===== src/rtl/uart_pkg.sv =====
// uart_pkg: shared types and constants for the UART blocks.
// Receiver states and default oversampling/baud values.
package uart_pkg;

  typedef enum logic [1:0] {
    IDLE,
    START,
    DATA,
    STOP
  } uart_rx_state_t;

  localparam int UART_OVERSAMPLE   = 16;
  localparam int UART_DEFAULT_BAUD = 115200;

endpackage


===== src/rtl/uart_baud_tick.sv =====
// uart_baud_tick: fractional accumulator producing oversample ticks.
// Adds baud*OVERSAMPLE per clock, ticks on each CLK_FREQ crossing.
module uart_baud_tick
  import uart_pkg::*;
#(
  parameter int CLK_FREQ   = 100_000_000,
  parameter int OVERSAMPLE = UART_OVERSAMPLE
) (
  input  logic        S_AXI_ACLK,
  input  logic        S_AXI_ARESETN,
  input  logic        clear,
  input  logic [31:0] baud,
  output logic        tick
);

  localparam logic [39:0] FREQ = 40'(CLK_FREQ);
  localparam logic [39:0] OVS  = 40'(OVERSAMPLE);

  logic [39:0] acc;
  logic [39:0] step;
  logic [39:0] sum;

  assign step = {8'd0, baud} * OVS;
  assign sum  = acc + step;

  // Accumulate; on crossing, wrap and tick. Oversized steps pin
  // the accumulator at zero so it never grows without bound.
  always_ff @(posedge S_AXI_ACLK or negedge S_AXI_ARESETN) begin
    if (!S_AXI_ARESETN) begin
      acc  <= '0;
      tick <= 1'b0;
    end else if (clear) begin
      acc  <= '0;
      tick <= 1'b0;
    end else if (sum >= FREQ) begin
      acc  <= (step > FREQ) ? '0 : sum - FREQ;
      tick <= 1'b1;
    end else begin
      acc  <= sum;
      tick <= 1'b0;
    end
  end

endmodule


===== src/rtl/uart_rx.sv =====
// uart_rx: 16x oversampled serial receiver, 8N1 by default.
// Emits rx_data/rx_done on good frames, frame_error on bad stop.
module uart_rx
  import uart_pkg::*;
#(
  parameter int CLK_FREQ   = 100_000_000,
  parameter int DATA_WIDTH = 8,
  parameter int OVERSAMPLE = UART_OVERSAMPLE
) (
  input  logic                  S_AXI_ACLK,
  input  logic                  S_AXI_ARESETN,
  input  logic [31:0]           baud_rate,
  input  logic                  UART_RX,
  output logic [DATA_WIDTH-1:0] rx_data,
  output logic                  rx_done,
  output logic                  frame_error,
  output logic                  rx_busy
);

  localparam int SW = $clog2(OVERSAMPLE);
  localparam int BW = (DATA_WIDTH > 1) ? $clog2(DATA_WIDTH) : 1;

  localparam logic [SW-1:0] S_MID  = SW'(OVERSAMPLE / 2 - 1);
  localparam logic [SW-1:0] S_LAST = SW'(OVERSAMPLE - 1);
  localparam logic [BW-1:0] B_LAST = BW'(DATA_WIDTH - 1);

  uart_rx_state_t state, state_n;

  logic [1:0]            sync_q;
  logic                  rxs;
  logic                  rxs_d;
  logic [31:0]           baud_q;
  logic                  tick;
  logic                  acc_clr;
  logic                  start_edge;

  logic [SW-1:0]         scnt, scnt_n;
  logic [BW-1:0]         bcnt, bcnt_n;
  logic [DATA_WIDTH-1:0] shreg, shreg_n;
  logic [DATA_WIDTH:0]   shcat;
  logic [DATA_WIDTH-1:0] data_n;
  logic                  done_n;
  logic                  ferr_n;
  logic                  busy_n;

  assign rxs   = sync_q[1];
  assign shcat = {rxs, shreg};

  assign start_edge = (state == IDLE) && rxs_d && !rxs
                      && (baud_rate != 32'd0);

  // Two-flop synchronizer plus one delayed copy for edge detect.
  always_ff @(posedge S_AXI_ACLK or negedge S_AXI_ARESETN) begin
    if (!S_AXI_ARESETN) begin
      sync_q <= 2'b11;
      rxs_d  <= 1'b1;
    end else begin
      sync_q <= {sync_q[0], UART_RX};
      rxs_d  <= rxs;
    end
  end

  // Baud value tracks the register only between frames.
  always_ff @(posedge S_AXI_ACLK or negedge S_AXI_ARESETN) begin
    if (!S_AXI_ARESETN) begin
      baud_q <= 32'(UART_DEFAULT_BAUD);
    end else if (state == IDLE) begin
      baud_q <= baud_rate;
    end
  end

  uart_baud_tick #(
    .CLK_FREQ   (CLK_FREQ),
    .OVERSAMPLE (OVERSAMPLE)
  ) u_tick (
    .S_AXI_ACLK    (S_AXI_ACLK),
    .S_AXI_ARESETN (S_AXI_ARESETN),
    .clear         (acc_clr),
    .baud          (baud_q),
    .tick          (tick)
  );

  // FSM and datapath registers.
  always_ff @(posedge S_AXI_ACLK or negedge S_AXI_ARESETN) begin
    if (!S_AXI_ARESETN) begin
      state       <= IDLE;
      scnt        <= '0;
      bcnt        <= '0;
      shreg       <= '0;
      rx_data     <= '0;
      rx_done     <= 1'b0;
      frame_error <= 1'b0;
      rx_busy     <= 1'b0;
    end else begin
      state       <= state_n;
      scnt        <= scnt_n;
      bcnt        <= bcnt_n;
      shreg       <= shreg_n;
      rx_data     <= data_n;
      rx_done     <= done_n;
      frame_error <= ferr_n;
      rx_busy     <= busy_n;
    end
  end

  // Next-state logic: start qualify, data shift, stop check.
  always_comb begin
    state_n = state;
    scnt_n  = scnt;
    bcnt_n  = bcnt;
    shreg_n = shreg;
    data_n  = rx_data;
    done_n  = 1'b0;
    ferr_n  = 1'b0;
    busy_n  = rx_busy;
    acc_clr = 1'b0;

    unique case (state)
      IDLE: begin
        if (start_edge) begin
          acc_clr = 1'b1;
          scnt_n  = '0;
          busy_n  = 1'b1;
          state_n = START;
        end
      end

      START: begin
        if (tick) begin
          if (scnt == S_MID) begin
            if (rxs) begin
              busy_n  = 1'b0;
              state_n = IDLE;
            end else begin
              scnt_n  = '0;
              bcnt_n  = '0;
              state_n = DATA;
            end
          end else begin
            scnt_n = scnt + 1'b1;
          end
        end
      end

      DATA: begin
        if (tick) begin
          if (scnt == S_LAST) begin
            scnt_n  = '0;
            shreg_n = shcat[DATA_WIDTH:1];
            bcnt_n  = bcnt + 1'b1;
            if (bcnt == B_LAST) begin
              bcnt_n  = '0;
              state_n = STOP;
            end
          end else begin
            scnt_n = scnt + 1'b1;
          end
        end
      end

      STOP: begin
        if (tick) begin
          if (scnt == S_LAST) begin
            if (rxs) begin
              data_n = shreg;
              done_n = 1'b1;
            end else begin
              ferr_n = 1'b1;
            end
            scnt_n  = '0;
            busy_n  = 1'b0;
            state_n = IDLE;
          end else begin
            scnt_n = scnt + 1'b1;
          end
        end
      end

      default: begin
        state_n = IDLE;
        busy_n  = 1'b0;
      end
    endcase
  end

endmodule

===== config.mk =====
export PLATFORM = sky130hd
export DESIGN_NAME = uart_rx
export DESIGN_NICKNAME = d
export VERILOG_FILES = /design/src/rtl/uart_pkg.sv /design/src/rtl/uart_baud_tick.sv /design/src/rtl/uart_rx.sv
export SDC_FILE = /design/constraint.sdc
export NUM_CORES = 1
export LEC_CHECK = 0
export CAP_MARGIN = 20
export CORE_ASPECT_RATIO = 1.75
export CORE_UTILIZATION = 30
export CTS_CLUSTER_DIAMETER = 30
export DETAILED_ROUTE_END_ITERATION = 10
export GPL_TIMING_DRIVEN = 0
export PLACE_DENSITY = 0.44
export SYNTH_ARGS = -nofsm -noshare
export SYNTH_HDL_FRONTEND = slang
export SYNTH_HIERARCHICAL = 1
export SYNTH_SLANG_ARGS = --single-unit

===== constraint.sdc =====
create_clock -name S_AXI_ACLK -period 7.4 [get_ports S_AXI_ACLK]
set_clock_uncertainty 0.05 [all_clocks]
set_input_delay 1.48 -clock S_AXI_ACLK [delete_from_list [all_inputs] [get_ports S_AXI_ACLK]]
set_output_delay 1.48 -clock S_AXI_ACLK [all_outputs]
set_load 0.01 [all_outputs]

---- Yosys cells after proc, flatten, opt, wreduce, memory -nomap -nowiden ----
Index checks and enable logic that the tools add are counted.
operators by class
  eq/ne operators ......................... 18
  magnitude comparators ................... 2
  multipliers ............................. 0
  bitwise logic cells ..................... 0
  reductions and logical operators ........ 15
  $add $sub $neg .......................... 4
  div/mod/pow operators ................... 0
  multiplexer cells ....................... 46
  shifts and indexed selects .............. 0
operators with widths
  operator                number
  $mux 40                 3
  $add 40x36->40          1
  $ge 40x27->1 const B    1
  $sub 40x27->40 const B  1
  $gt 36x27->1 const B    1
  $reduce_bool 32->1      1
  $mux 4                  6
  $mux 1                  18
  $mux 2                  9
  $mux 3                  6
  $ne 2x2->1 const B      7
  $pmux 4 s3              1
  $ne 2x1->1 const B      4
  $pmux 2 s4              1
  $reduce_and 4->1        2
  $reduce_and 8->1        1
  $reduce_and 7->1        1
  $pmux 3 s2              1
  $reduce_and 6->1        1
  $add 4x1->4 const B     1
  $eq 2x2->1 const B      2
  $eq 4x3->1 const B      1
  $eq 4x4->1 const B      1
  $add 3x1->3 const B     1
  other kinds (11)        13
word-level totals
  latch bits .............................. 0
  output and inout bits ................... 11
  flip-flop bits (word level) ............. 104
  bits in writable memories ............... 0
  input port bits ......................... 35
  logic and storage cells ................. 98
  bits in read-only memories .............. 0
  memories ................................ 0

---- Logic depth before layout (Yosys ltp) ----
Gate-level depths: netlist of run 1.
  depth after elaboration ................. 7
  depth in mapped cells ................... 16
  mapped depth without buffers ............ 14

---- Cells and area by module ----
The synthesis of run 1 kept the hierarchy.
by module, submodules not included
  module          area an instance (µm²)  seq. area each (µm²)  cells each  times used
  uart_baud_tick  4713.3                  925.9                 588         1
  uart_rx         2695.1                  1585.3                256         1

---- Least setup slack after synthesis of run 1 ----
No wires, ideal clock.
  path kind ............................... reg-to-reg
  start point ............................. register baud_q[0]
  end point ............................... register u_tick.acc[11]
  setup slack ............................. 3.696 ns
  required time ........................... 7.278 ns
  data arrival time ....................... 3.582 ns
  buffers on the path ..................... 3
  period minus slack after synthesis ...... 3.704 ns
  setup time .............................. 0.072 ns
  stages on the path, launching flop included .. 17
  cells stage by stage .................... dfrtp_1 ha_1 fa_1 a211oi_2 o21ai_4 a21oi_1 a21boi_1 or3_4 a2111oi_4 nor4bb_1 and4bb_1 buf_4 nand2_4 a21o_1 buf_2 buf_6 nor2_1
between the ends
  word-level cells in the longest chain between the ends .. 5
  elaborated cells on any way between the ends .. 7
  those cells by class .................... add/sub (2); order compare (2); mux (3)
ends and longest elaborated chain
  item                      RTL line              RTL
  start: declaration        uart_rx.sv:32         logic [31:0] baud_q;
  start signal: assignment  uart_rx.sv:66         baud_q <= 32'(UART_DEFAULT_BAUD);
  start signal: assignment  uart_rx.sv:68         baud_q <= baud_rate;
  $add 40x36->40            uart_baud_tick.sv:24  assign sum = acc + step;
  $sub 40x27->40            uart_baud_tick.sv:36  acc <= (step > FREQ) ? '0 : sum - FREQ;
  $mux 40                   uart_baud_tick.sv:36
  $mux 40 *                 uart_baud_tick.sv:35  end else if (sum >= FREQ) begin
  $mux 40 *                 uart_baud_tick.sv:32  end else if (clear) begin
  end signal: assignment    uart_baud_tick.sv:36
  end signal: assignment    uart_baud_tick.sv:39  acc <= sum;
  end: declaration          uart_baud_tick.sv:19  logic [39:0] acc;
Mark *: on every way between the ends. The rest lies on a longest branch, timed or not.
A chain may end at the register's enable or synchronous reset.

---- Worst setup path after layout of run 1 ----
  start point ............................. register baud_q[0]
  end point ............................... register u_tick.acc[32]
The elaborated chain is that of the path after synthesis.

==> key figures, run 1 <==
Run status
  – Outcome: completed

GRT
  – Wire length of the first global-routing pass: 39200 um
  – Global-route track usage on met3: 3.02%
  – All-Layer GR Usage: 20.9%
  – Gr ovfl total: 0
  – Antenna violations before repair: 0
  – Most used routing layer in global routing: met2
  – Met2 usage: 40.0%
  – Global routing usage on met1: 20.5%
  – Vias in the first global route: 6914
  – Pin count of the biggest net entering global routing: 67

Placement
  – Dpl cell area: 8270 um^2
  – Port-buffer cells: 45
  – Number of placed instances with taps included: 1198
  – Final weighted congestion in routability-driven placement: 0.863
  – HPWL after detailed placement: 20000 um

Clock network
  – Setup repair bufs after CTS: 0
  – Number of levels the H-tree was split into: 3
  – Clock latency on the worst-skew pair: 0.38 ns
  – Clock tree from TritonCTS: built
  – CTS-repair resized insts: 0
  – Clock slew seen by the registers of the worst setup and hold paths: 0.08 ns
  – Number of buffers added by the clock tree synthesis step: 9
  – Clock sink total: 100
  – CTS root buffer: sky130_fd_sc_hd__clkbuf_16
  – Number of buffers added to fix hold violations after cts: 0
  – CTS Buffer Depth: 2

Finish
  – Final cell count without fillers: 1214
  – Final cell area excluding filler cells: 8570 um^2
  – Layout cells sized above 1: 13.5%
  – Filler cell count in the final layout: 2516
  – Number of diodes: 0
  – Number of nets in the final layout: 974
  – Area taken by multi-input logic gates: 4580 um^2
  – Area of all sequential standard cells: 2510 um^2
  – Post-synthesis to final-layout area growth: 15.7%

Floorplanning
  – Die outline height: 210 um
  – Die Width: 121 um
  – Std-Cell Core Area: 24100 um^2
  – Effective utilization at floorplan: 30.7%
  – Ports: 46
  – Total die area: 25400 um^2
  – FP Rows: 75

Detailed routing
  – Post-detailed-route DRC marker count: 0
  – Vias per cell: 5.35
  – Initial DRC count: 282
  – Post-Route WL: 25000 um
  – Iteration count of the initial detailed-routing pass: 5
  – Number of routed nets with antenna violations: 0
  – DR vias: 6500
  – Post-DR wirelength/cell: 20.6 um

STA
  – Worst slew margin: 48.4%
  – Final setup vio count: 0
  – Post-route minimum period: 4.75 ns
  – Final hold slack: 0.307 ns
  – Highest attainable clock frequency: 211 MHz
  – Worst Tran Pin Value: 0.766 ns
  – Count of final max-slew check failures: 0
  – Part of the cycle the worst path needs: 64.1%
  – Accumulated negative setup slack: 0 ns
  – Number of endpoints with negative hold slack in the final report: 0
  – RSZ-0062 raised after global routing: false

Logic synthesis
  – Leading post-synthesis cells by instance count: sky130_fd_sc_hd__nand2_1, sky130_fd_sc_hd__dfrtp_1, sky130_fd_sc_hd__nor2_1
  – Total number of yosys warnings: 6
  – Cell taking the most area after synthesis: sky130_fd_sc_hd__dfrtp_1
  – EDFF count, synth: 0
  – Cell with the most instances after synthesis: sky130_fd_sc_hd__nand2_1
  – Per-instance average area after synthesis: 8.78 um^2
  – Post-synthesis net count: 917
  – Post-synthesis cell type count: 94
  – Fraction of synthesized cell area taken by the top area cell type: 31.4%
  – Gate count of the mapped netlist: 844
  – Top_reg_cell synth: sky130_fd_sc_hd__dfrtp_1
  – Top cells by area, synth: sky130_fd_sc_hd__dfrtp_1, sky130_fd_sc_hd__nand2_1, sky130_fd_sc_hd__ha_1
  – Fraction of the yosys area taken by sequential cells: 33.9%
  – Synthesized flop and latch total: 100
  – Cell area after synthesis: 7410 um^2
  – Ys async rst share: 100%

Worst setup path
  – Worst-path maximum fanout: 10
  – Endpoint arrival time on the critical path: 4.97 ns
  – Chain of cells forming the critical path: ha_1, fa_1, a211oi_2, o211ai_1, a21oi_4, o211ai_1, and3b_1, a2111oi_4, nor4bb_1, and4bb_1, buf_4, nand2_4, a21o_1, buf_2, buf_6, nor2_1
  – Cell type of the slowest stage on the worst timing path: sky130_fd_sc_hd__fa_1
  – Critical Path Source Type: flip-flop
  – Start-to-end type of the worst setup path: reg -> reg
  – WP data required: 7.63 ns
  – Number of cells traversed by the worst register-to-register path: 16
  – Most common cell on crit path: sky130_fd_sc_hd__o211ai_1
  – Slowest cell delay on critical path: 0.45 ns
  – Kind of capture point of the worst setup path: flip-flop
  – Setup slack, reg-to-reg: 2.65 ns

Power
  – Leakage power of the design: 3.74 nW
  – Pwr per Cell Area: 306 nW/um^2
  – Power consumption: 0.00262 W
  – Worst supply voltage drop on vdd: 0.000171 V

Hold path
  – Min-delay worst type: reg -> reg
  – Worst Hold Path Cells: 0

Flow run
  – Number of maximum-capacitance violations: 0
[final cells by class]
| cell class | count | share of cell area (%) |
|---|---|---|
| clock buffers | 12 | 2.88 |
| well taps | 308 | 4.50 |
| flip-flops and latches | 100 | 29.3 |
| plain buffers | 42 | 3.21 |
| inverters | 12 | 0.526 |
| repair buffers | 46 | 5.55 |
| clock inverters | 4 | 0.642 |
| multi-input cells | 690 | 53.4 |
[flip-flops by register name, summed over array words and instances, names as in the netlist]
signal	cells
u_tick/acc	36
baud_q	32
rx_data	8
shreg	8
scnt	4
bcnt	3
state	2
sync_q	2
frame_error	1
rx_busy	1
rx_done	1
rxs_d	1
u_tick/tick	1
[final timing paths]
kind | from | end
max | baud_q[0]$_DFFE_PN0N_ | u_tick/acc[32]$_DFF_PN0_
min | sync_q[0]$_DFF_PN1_ | sync_q[1]$_DFF_PN1_
max reg2reg | baud_q[0]$_DFFE_PN0N_ | u_tick/acc[32]$_DFF_PN0_
min reg2reg | sync_q[0]$_DFF_PN1_ | sync_q[1]$_DFF_PN1_
max in group asynchronous | S_AXI_ARESETN | baud_q[9]$_DFFE_PN1N_
min in group asynchronous | S_AXI_ARESETN | scnt[3]$_DFFE_PN0P_
[critical path, delay by kind of cell (launching register included)]
family          cells  cell delay, ns
compound gates      6            1.67
fa+ha+maj           2            0.69
buf+inv             3            0.63
flops               1            0.40
simple gates        5            1.19
[per-layer routing]
layer,wire length (um),up-vias
li1,-,3182
met1,9060,3131
met2,13900,122
met3,546,65
met4,1500,0
met5,0,-
[power by group]
group          total, W  internal [W]  switching [W]
registers      0.000743      0.000645      0.0000978
clock network  0.000504      0.000274       0.000230
logic           0.00138      0.000507       0.000870
[cells in the final DEF (no fill, tap or decap), types with 13 or more instances in the layout]
cell                                n
sky130_fd_sc_hd__a21o_1            16
sky130_fd_sc_hd__a21oi_1           61
sky130_fd_sc_hd__buf_2             16
sky130_fd_sc_hd__clkbuf_1          13
sky130_fd_sc_hd__clkdlybuf4s50_1   44
sky130_fd_sc_hd__dfrtp_1           93
sky130_fd_sc_hd__ha_1              37
sky130_fd_sc_hd__mux2_2            13
sky130_fd_sc_hd__nand2_1          159
sky130_fd_sc_hd__nand3_1           13
sky130_fd_sc_hd__nand4_1           18
sky130_fd_sc_hd__nor2_1            67
sky130_fd_sc_hd__nor3_1            17
sky130_fd_sc_hd__nor4_1            17
sky130_fd_sc_hd__o21ai_0           25
sky130_fd_sc_hd__xnor2_1           34
[metrics by stage]
step | utilization (%) | worst slack [ns]
final | 35.5 | 2.65
after global routing | 35.5 | 2.45
after CTS | 35.5 | 2.70
after detailed placement | 34.3 | 2.73
after global placement | 34.2 | 0.689
after floorplan | - | 3.70
[cell families after synthesis]
group / share of synthesized area, %
and+or+nand+nor: 23.8
AOI/OAI and AO/OA: 21.2
DFF: 33.9
buffers and inverters: 4.32
xor gates and xnor gates: 6.32
adders and majority gates: 6.52
muxes: 3.87
Note: power is estimated with default switching activity, not from simulation.
==> inputs of run 2 (changes only) <==
==> constraint.sdc (replaced) <==
create_clock -name S_AXI_ACLK -period 4.6 [get_ports S_AXI_ACLK]
set_clock_uncertainty 0.05 [all_clocks]
set_input_delay 0.92 -clock S_AXI_ACLK [delete_from_list [all_inputs] [get_ports S_AXI_ACLK]]
set_output_delay 0.92 -clock S_AXI_ACLK [all_outputs]
set_load 0.01 [all_outputs]
==> run 2 against run 1 <==
  * Largest cell class unchanged
  * Count of clock-buffer cells in the layout unchanged
  * Die area unchanged
  * Final cell count increased by 0.25%
  * Setup slack worse by 2.6 ns
  * Total power grew 63%
  * Critical path depth is 1 lower
  * Combinational power is 64% higher
  * First-iteration DRC count decreased by 12%
  * Largest power group unchanged
  * Via count is 0.34% higher
  * Sequential share of layout area shrank 0.26 points
==> key figures, run 2 (same netlist as run 1, synthesis figures left out) <==
Detailed routing
  – Iteration count of the initial detailed-routing pass: 4
  – Post-Route WL: 25100 um
  – DR vias: 6522
  – Vias per cell: 5.36
  – Number of routed nets with antenna violations: 0
  – Post-detailed-route DRC marker count: 0
  – Post-DR wirelength/cell: 20.6 um
  – Initial DRC count: 247

Placement
  – Post-placement worst setup slack: -0.0710 ns
  – Final weighted congestion in routability-driven placement: 0.863
  – HPWL after detailed placement: 20000 um
  – Port-buffer cells: 45

Hold path
  – Min-delay worst type: reg -> reg
  – Hold wc startpoint: sync_q[0]$_DFF_PN1_
  – Worst Hold Path Cells: 0

Worst setup path
  – Worst-path maximum fanout: 9
  – Crit path from: baud_q[0]$_DFFE_PN0N_
  – Critical Path Source Type: flip-flop
  – R2r startpoint: baud_q[0]$_DFFE_PN0N_
  – Endpoint arrival time on the critical path: 4.69 ns
  – Kind of capture point of the worst setup path: flip-flop
  – Start-to-end type of the worst setup path: reg -> reg
  – WP data required: 4.79 ns
  – Number of cells traversed by the worst register-to-register path: 15

Floorplanning
  – FP Rows: 75
  – Die outline height: 210 um
  – Total die area: 25400 um^2
  – Ports: 46
  – Effective utilization at floorplan: 30.7%
  – Std-Cell Core Area: 24100 um^2
  – Die Width: 121 um

STA
  – Highest attainable clock frequency: 222 MHz
  – Post-route minimum period: 4.50 ns
  – Worst Tran Pin Value: 0.731 ns
  – Count of final max-slew check failures: 0
  – Part of the cycle the worst path needs: 97.8%
  – Final setup vio count: 0
  – Number of endpoints with negative hold slack in the final report: 0
  – Worst slew margin: 50.8%
  – Final Worst Setup Slack: 0.101 ns

Power
  – Pwr per Cell Area: 493 nW/um^2
  – Leakage power of the design: 3.77 nW
  – Worst supply voltage drop on vdd: 0.000275 V

Clock network
  – Number of buffers added to fix hold violations after cts: 0
  – Number of levels the H-tree was split into: 3
  – CTS root buffer: sky130_fd_sc_hd__clkbuf_16
  – Clock tree from TritonCTS: built
  – Clock slew seen by the registers of the worst setup and hold paths: 0.07 ns
  – Clock latency on the worst-skew pair: 0.38 ns
  – Number of buffers added by the clock tree synthesis step: 9
  – CTS Buffer Depth: 2
  – Clock sink total: 100

Finish
  – Max reg flops: 36
  – Utilization after layout: 35.9%
  – Layout cells sized above 1: 14.5%
  – Most common cell after layout, fill and taps aside: sky130_fd_sc_hd__nand2_1
  – Number of diodes: 0
  – Number of nets in the final layout: 977
  – Most frequent cells in the layout: sky130_fd_sc_hd__nand2_1, sky130_fd_sc_hd__dfrtp_1, sky130_fd_sc_hd__nor2_1, sky130_fd_sc_hd__a21oi_1, sky130_fd_sc_hd__clkdlybuf4s50_1
  – Top register by number of flip-flops: u_tick/acc
  – Largest registers: u_tick/acc x36, baud_q x32
  – Post-synthesis to final-layout area growth: 16.7%

GRT
  – All-Layer GR Usage: 20.9%
  – Antenna violations before repair: 0
  – Gr ovfl total: 0
  – Wire length of the first global-routing pass: 39200 um
  – Vias in the first global route: 6933
  – Pin count of the biggest net entering global routing: 67

Flow run
  – Number of maximum-capacitance violations: 0

Run status
  – Outcome: completed
-- run 2: worst paths after layout --
check / slack, ns / endpoint
min in group asynchronous: 0.45 / scnt[3]$_DFFE_PN0P_
hold reg to reg: 0.31 / sync_q[1]$_DFF_PN1_
setup reg to reg: 0.10 / u_tick/acc[30]$_DFF_PN0_
max in group asynchronous: 3.28 / baud_q[9]$_DFFE_PN1N_
hold / removal: 0.31 / sync_q[1]$_DFF_PN1_
setup / recovery: 0.10 / u_tick/acc[30]$_DFF_PN0_
-- run 2: area by class of cell --
type                       count  area [um^2]
multi-input combinational    690         4630
sequential                   100         2510
buffer                        42          280
timing repair buffer          49          498
fill                        2509        15500
clock buffer                  12          246
tap                          308          385
inverter                      12         45.0
clock inverter                 4         55.1
-- run 2: stage by stage --
step	cells	total power [W]	setup TNS [ns]	hold slack (ns)	area [um^2]
2_1_floorplan	844	0.00275	0	0.295	7410
3_3_place_gp	1197	0.00343	-144.04	0.297	8240
3_5_place_dp	1198	0.00344	-0.259	0.298	8270
4_1_cts	1214	0.00430	-0.0142	0.308	8600
5_1_grt	1217	0.00459	-0.0105	0.309	8650
6_report	1217	0.00427	0	0.307	8650
-- run 2: critical path: stages, from the launching register on --
cell and delay [ns]:
sky130_fd_sc_hd__dfrtp_1 0.40, sky130_fd_sc_hd__ha_1 0.24, sky130_fd_sc_hd__fa_2 0.40, sky130_fd_sc_hd__a211oi_4 0.33
sky130_fd_sc_hd__o211ai_1 0.24, sky130_fd_sc_hd__a21oi_4 0.34, sky130_fd_sc_hd__o211ai_1 0.23, sky130_fd_sc_hd__and3b_1 0.28
sky130_fd_sc_hd__a2111oi_4 0.28, sky130_fd_sc_hd__nor4bb_4 0.29, sky130_fd_sc_hd__and4bb_1 0.22, sky130_fd_sc_hd__buf_4 0.16
sky130_fd_sc_hd__nand2_4 0.12, sky130_fd_sc_hd__a21o_1 0.19, sky130_fd_sc_hd__clkbuf_4 0.24, sky130_fd_sc_hd__a21oi_1 0.34
-- run 2: layer usage --
layer / up-vias / wire length [um] / track usage [%]
met1: 3142 / 9020 / 20.4
met5: - / 0 / 0
met4: 0 / 1660 / 13.5
met2: 123 / 13800 / 39.9
met3: 70 / 588 / 3.10
li1: 3187 / - / -
-- run 2: repair_timing --
action / CTS / global route
pin swaps: 2 / 6
buffers inserted: 0 / 3
cloned: 0 / 0
resized for setup: 5 / 10
setup endpoints to repair: 7 / 33
-- run 2: report_power, final --
part           leakage (nW)  switching (W)  internal (W)  total [W]
Clock                 0.144       0.000369      0.000442   0.000811
Combinational          2.32        0.00142      0.000840    0.00226
Sequential             1.31       0.000157       0.00104    0.00119
==> inputs of run 3 (changes only) <==
--- a/config.mk
+++ b/config.mk
@@ -8,10 +8,10 @@
 export CAP_MARGIN = 20
 export CORE_ASPECT_RATIO = 1.75
 export CORE_UTILIZATION = 30
-export CTS_CLUSTER_DIAMETER = 30
 export DETAILED_ROUTE_END_ITERATION = 10
 export GPL_TIMING_DRIVEN = 0
 export PLACE_DENSITY = 0.44
+export RECOVER_POWER = 50
 export SYNTH_ARGS = -nofsm -noshare
 export SYNTH_HDL_FRONTEND = slang
 export SYNTH_HIERARCHICAL = 1
==> run 3 against run 2 <==
  * The flow now finishes with violations (max-capacitance violations, max-slew violations)
  * Core utilization fell by 0.11 points
  * Sequential cell count did not move
  * Routed wire length barely moved
  * Die area did not move
  * Non-clock buffer count did not move
  * Critical path type unchanged
  * Critical endpoint unchanged
  * Register-to-register slack barely moved
==> key figures, run 3 (same netlist as run 1, synthesis figures left out) <==
Run status
  – Outcome: complete, but fails checks
  – Violated checks: max-capacitance violations, max-slew violations

Worst setup path
  – Kind of capture point of the worst setup path: flip-flop
  – WP data required: 4.79 ns
  – Worst-path maximum fanout: 9
  – Endpoint arrival time on the critical path: 4.69 ns
  – Start-to-end type of the worst setup path: reg -> reg
  – Critical Path Source Type: flip-flop

GRT
  – Vias in the first global route: 6933
  – Pin count of the biggest net entering global routing: 67
  – Antenna violations before repair: 0
  – Wire length of the first global-routing pass: 39200 um
  – Gr ovfl total: 0
  – All-Layer GR Usage: 20.9%

Finish
  – Max reg flops: 36
  – Most frequent cells in the layout: sky130_fd_sc_hd__nand2_1, sky130_fd_sc_hd__dfrtp_1, sky130_fd_sc_hd__nor2_1, sky130_fd_sc_hd__a21oi_1, sky130_fd_sc_hd__clkdlybuf4s50_1
  – Final cell count without fillers: 1217
  – Final cell area excluding filler cells: 8620 um^2
  – Filler cell count in the final layout: 2514
  – Layout cells sized above 1: 14.3%
  – Largest registers: u_tick/acc x36, baud_q x32
  – Number of nets in the final layout: 977
  – Number of diodes: 0
  – Most common cell after layout, fill and taps aside: sky130_fd_sc_hd__nand2_1
  – Top register by number of flip-flops: u_tick/acc
  – Post-synthesis to final-layout area growth: 16.4%

STA
  – Final setup vio count: 0
  – Count of final max-slew check failures: 103
  – Highest attainable clock frequency: 222 MHz
  – Worst Tran Pin Value: 1.96 ns
  – Worst slew margin: -30.9%
  – Post-route minimum period: 4.50 ns
  – Accumulated negative setup slack: 0 ns
  – Part of the cycle the worst path needs: 97.7%
  – Number of endpoints with negative hold slack in the final report: 0

Power
  – Worst supply voltage drop on vdd: 0.000275 V
  – Leakage power of the design: 3.75 nW
  – Pwr per Cell Area: 495 nW/um^2
  – Power consumption: 0.00426 W

Detailed routing
  – Number of routed nets with antenna violations: 0
  – Initial DRC count: 224
  – Post-detailed-route DRC marker count: 0
  – Post-DR wirelength/cell: 20.6 um
  – Iteration count of the initial detailed-routing pass: 4
  – DR vias: 6546
  – Post-Route WL: 25100 um
  – Vias per cell: 5.38

Floorplanning
  – Effective utilization at floorplan: 30.7%
  – Total die area: 25400 um^2
  – FP Rows: 75
  – Std-Cell Core Area: 24100 um^2
  – Die Width: 121 um
  – Die outline height: 210 um
  – Ports: 46

Hold path
  – Min-delay worst type: reg -> reg

Clock network
  – Clock tree from TritonCTS: built
  – CTS Buffer Depth: 2
  – Clock sink total: 100
  – Clock slew seen by the registers of the worst setup and hold paths: 0.07 ns
  – Clock latency on the worst-skew pair: 0.38 ns
  – Number of buffers added to fix hold violations after cts: 0
  – CTS root buffer: sky130_fd_sc_hd__clkbuf_16
  – Number of buffers added by the clock tree synthesis step: 9
  – Number of levels the H-tree was split into: 3

Placement
  – Port-buffer cells: 45
  – HPWL after detailed placement: 20000 um
  – Dpl cell area: 8270 um^2
  – Final weighted congestion in routability-driven placement: 0.863
  – Number of placed instances with taps included: 1198

Flow run
  – Number of maximum-capacitance violations: 2
run 3: cell count changes in the layout (fill, tap and decap cells not counted), sizes merged:
cell,delta
buf,-2
clkdlybuf4s50,-3
clkbuf,+2
dlygate4sd3,+3
run 3: routing by layer:
layer  global-route usage, %  part of all wire, %  up-vias
li1                        -                    -     3186
met1                    20.4                   36     3152
met2                    39.9                   55      140
met3                    3.10                  2.5       68
met4                    13.5                  6.1        0
met5                       0                    0        -
run 3: cell type report:
class | count | area (um^2) | area share (%)
Buffer | 42 | 280 | 3.25
Clock inverter | 4 | 55.1 | 0.639
Sequential cell | 100 | 2510 | 29.1
Clock buffer | 12 | 246 | 2.86
Inverter | 12 | 45.0 | 0.522
Timing Repair Buffer | 49 | 472 | 5.47
Tap cell | 308 | 385 | 4.47
Multi-Input combinational cell | 690 | 4630 | 53.7
run 3: what timing repair did:
action,4_1_cts,5_1_grt
resized for setup,5,10
setup buffers,0,3
pin swaps,2,6
endpoints found under the hold margin,0,0
endpoints found under the setup margin,7,33
gates cloned,0,0
run 3: worst paths after layout:
path	startpoint	end	slack, ns	depth (start not counted)
max in group asynchronous	S_AXI_ARESETN	u_tick/acc[37]$_DFF_PN0_	0.92	2
setup / recovery	baud_q[0]$_DFFE_PN0N_	u_tick/acc[30]$_DFF_PN0_	0.10	15
min in group asynchronous	S_AXI_ARESETN	scnt[3]$_DFFE_PN0P_	1.03	1
hold / removal	sync_q[0]$_DFF_PN1_	sync_q[1]$_DFF_PN1_	0.31	0
setup reg to reg	baud_q[0]$_DFFE_PN0N_	u_tick/acc[30]$_DFF_PN0_	0.10	15
hold reg to reg	sync_q[0]$_DFF_PN1_	sync_q[1]$_DFF_PN1_	0.31	0
run 3: power breakdown:
group | internal [W] | leakage, nW | switching, W
registers | 0.00104 | 1.31 | 0.000157
clock network | 0.000441 | 0.144 | 0.000368
logic | 0.000837 | 2.30 | 0.00142
total | 0.00232 | 3.75 | 0.00195
run 3: through the flow:
stage	utilization [%]	hold WS [ns]	worst slack (ns)
6_report	35.7	0.312	0.104
5_1_grt	35.7	0.314	-0.00704
4_1_cts	35.7	0.308	-0.0142
3_5_place_dp	34.3	0.298	-0.0710
3_3_place_gp	34.2	0.297	-1.55
2_1_floorplan	-	0.295	0.896
run 3: critical path, stage by stage, from the launching register on:
cell and delay (ns):
sky130_fd_sc_hd__dfrtp_1 0.40, sky130_fd_sc_hd__ha_1 0.24, sky130_fd_sc_hd__fa_2 0.40, sky130_fd_sc_hd__a211oi_4 0.33, sky130_fd_sc_hd__o211ai_1 0.24, sky130_fd_sc_hd__a21oi_4 0.33, sky130_fd_sc_hd__o211ai_1 0.23, sky130_fd_sc_hd__and3b_1 0.28
sky130_fd_sc_hd__a2111oi_4 0.28, sky130_fd_sc_hd__nor4bb_4 0.29, sky130_fd_sc_hd__and4bb_1 0.22, sky130_fd_sc_hd__buf_4 0.16, sky130_fd_sc_hd__nand2_4 0.12, sky130_fd_sc_hd__a21o_1 0.19, sky130_fd_sc_hd__clkbuf_4 0.24, sky130_fd_sc_hd__a21oi_1 0.34
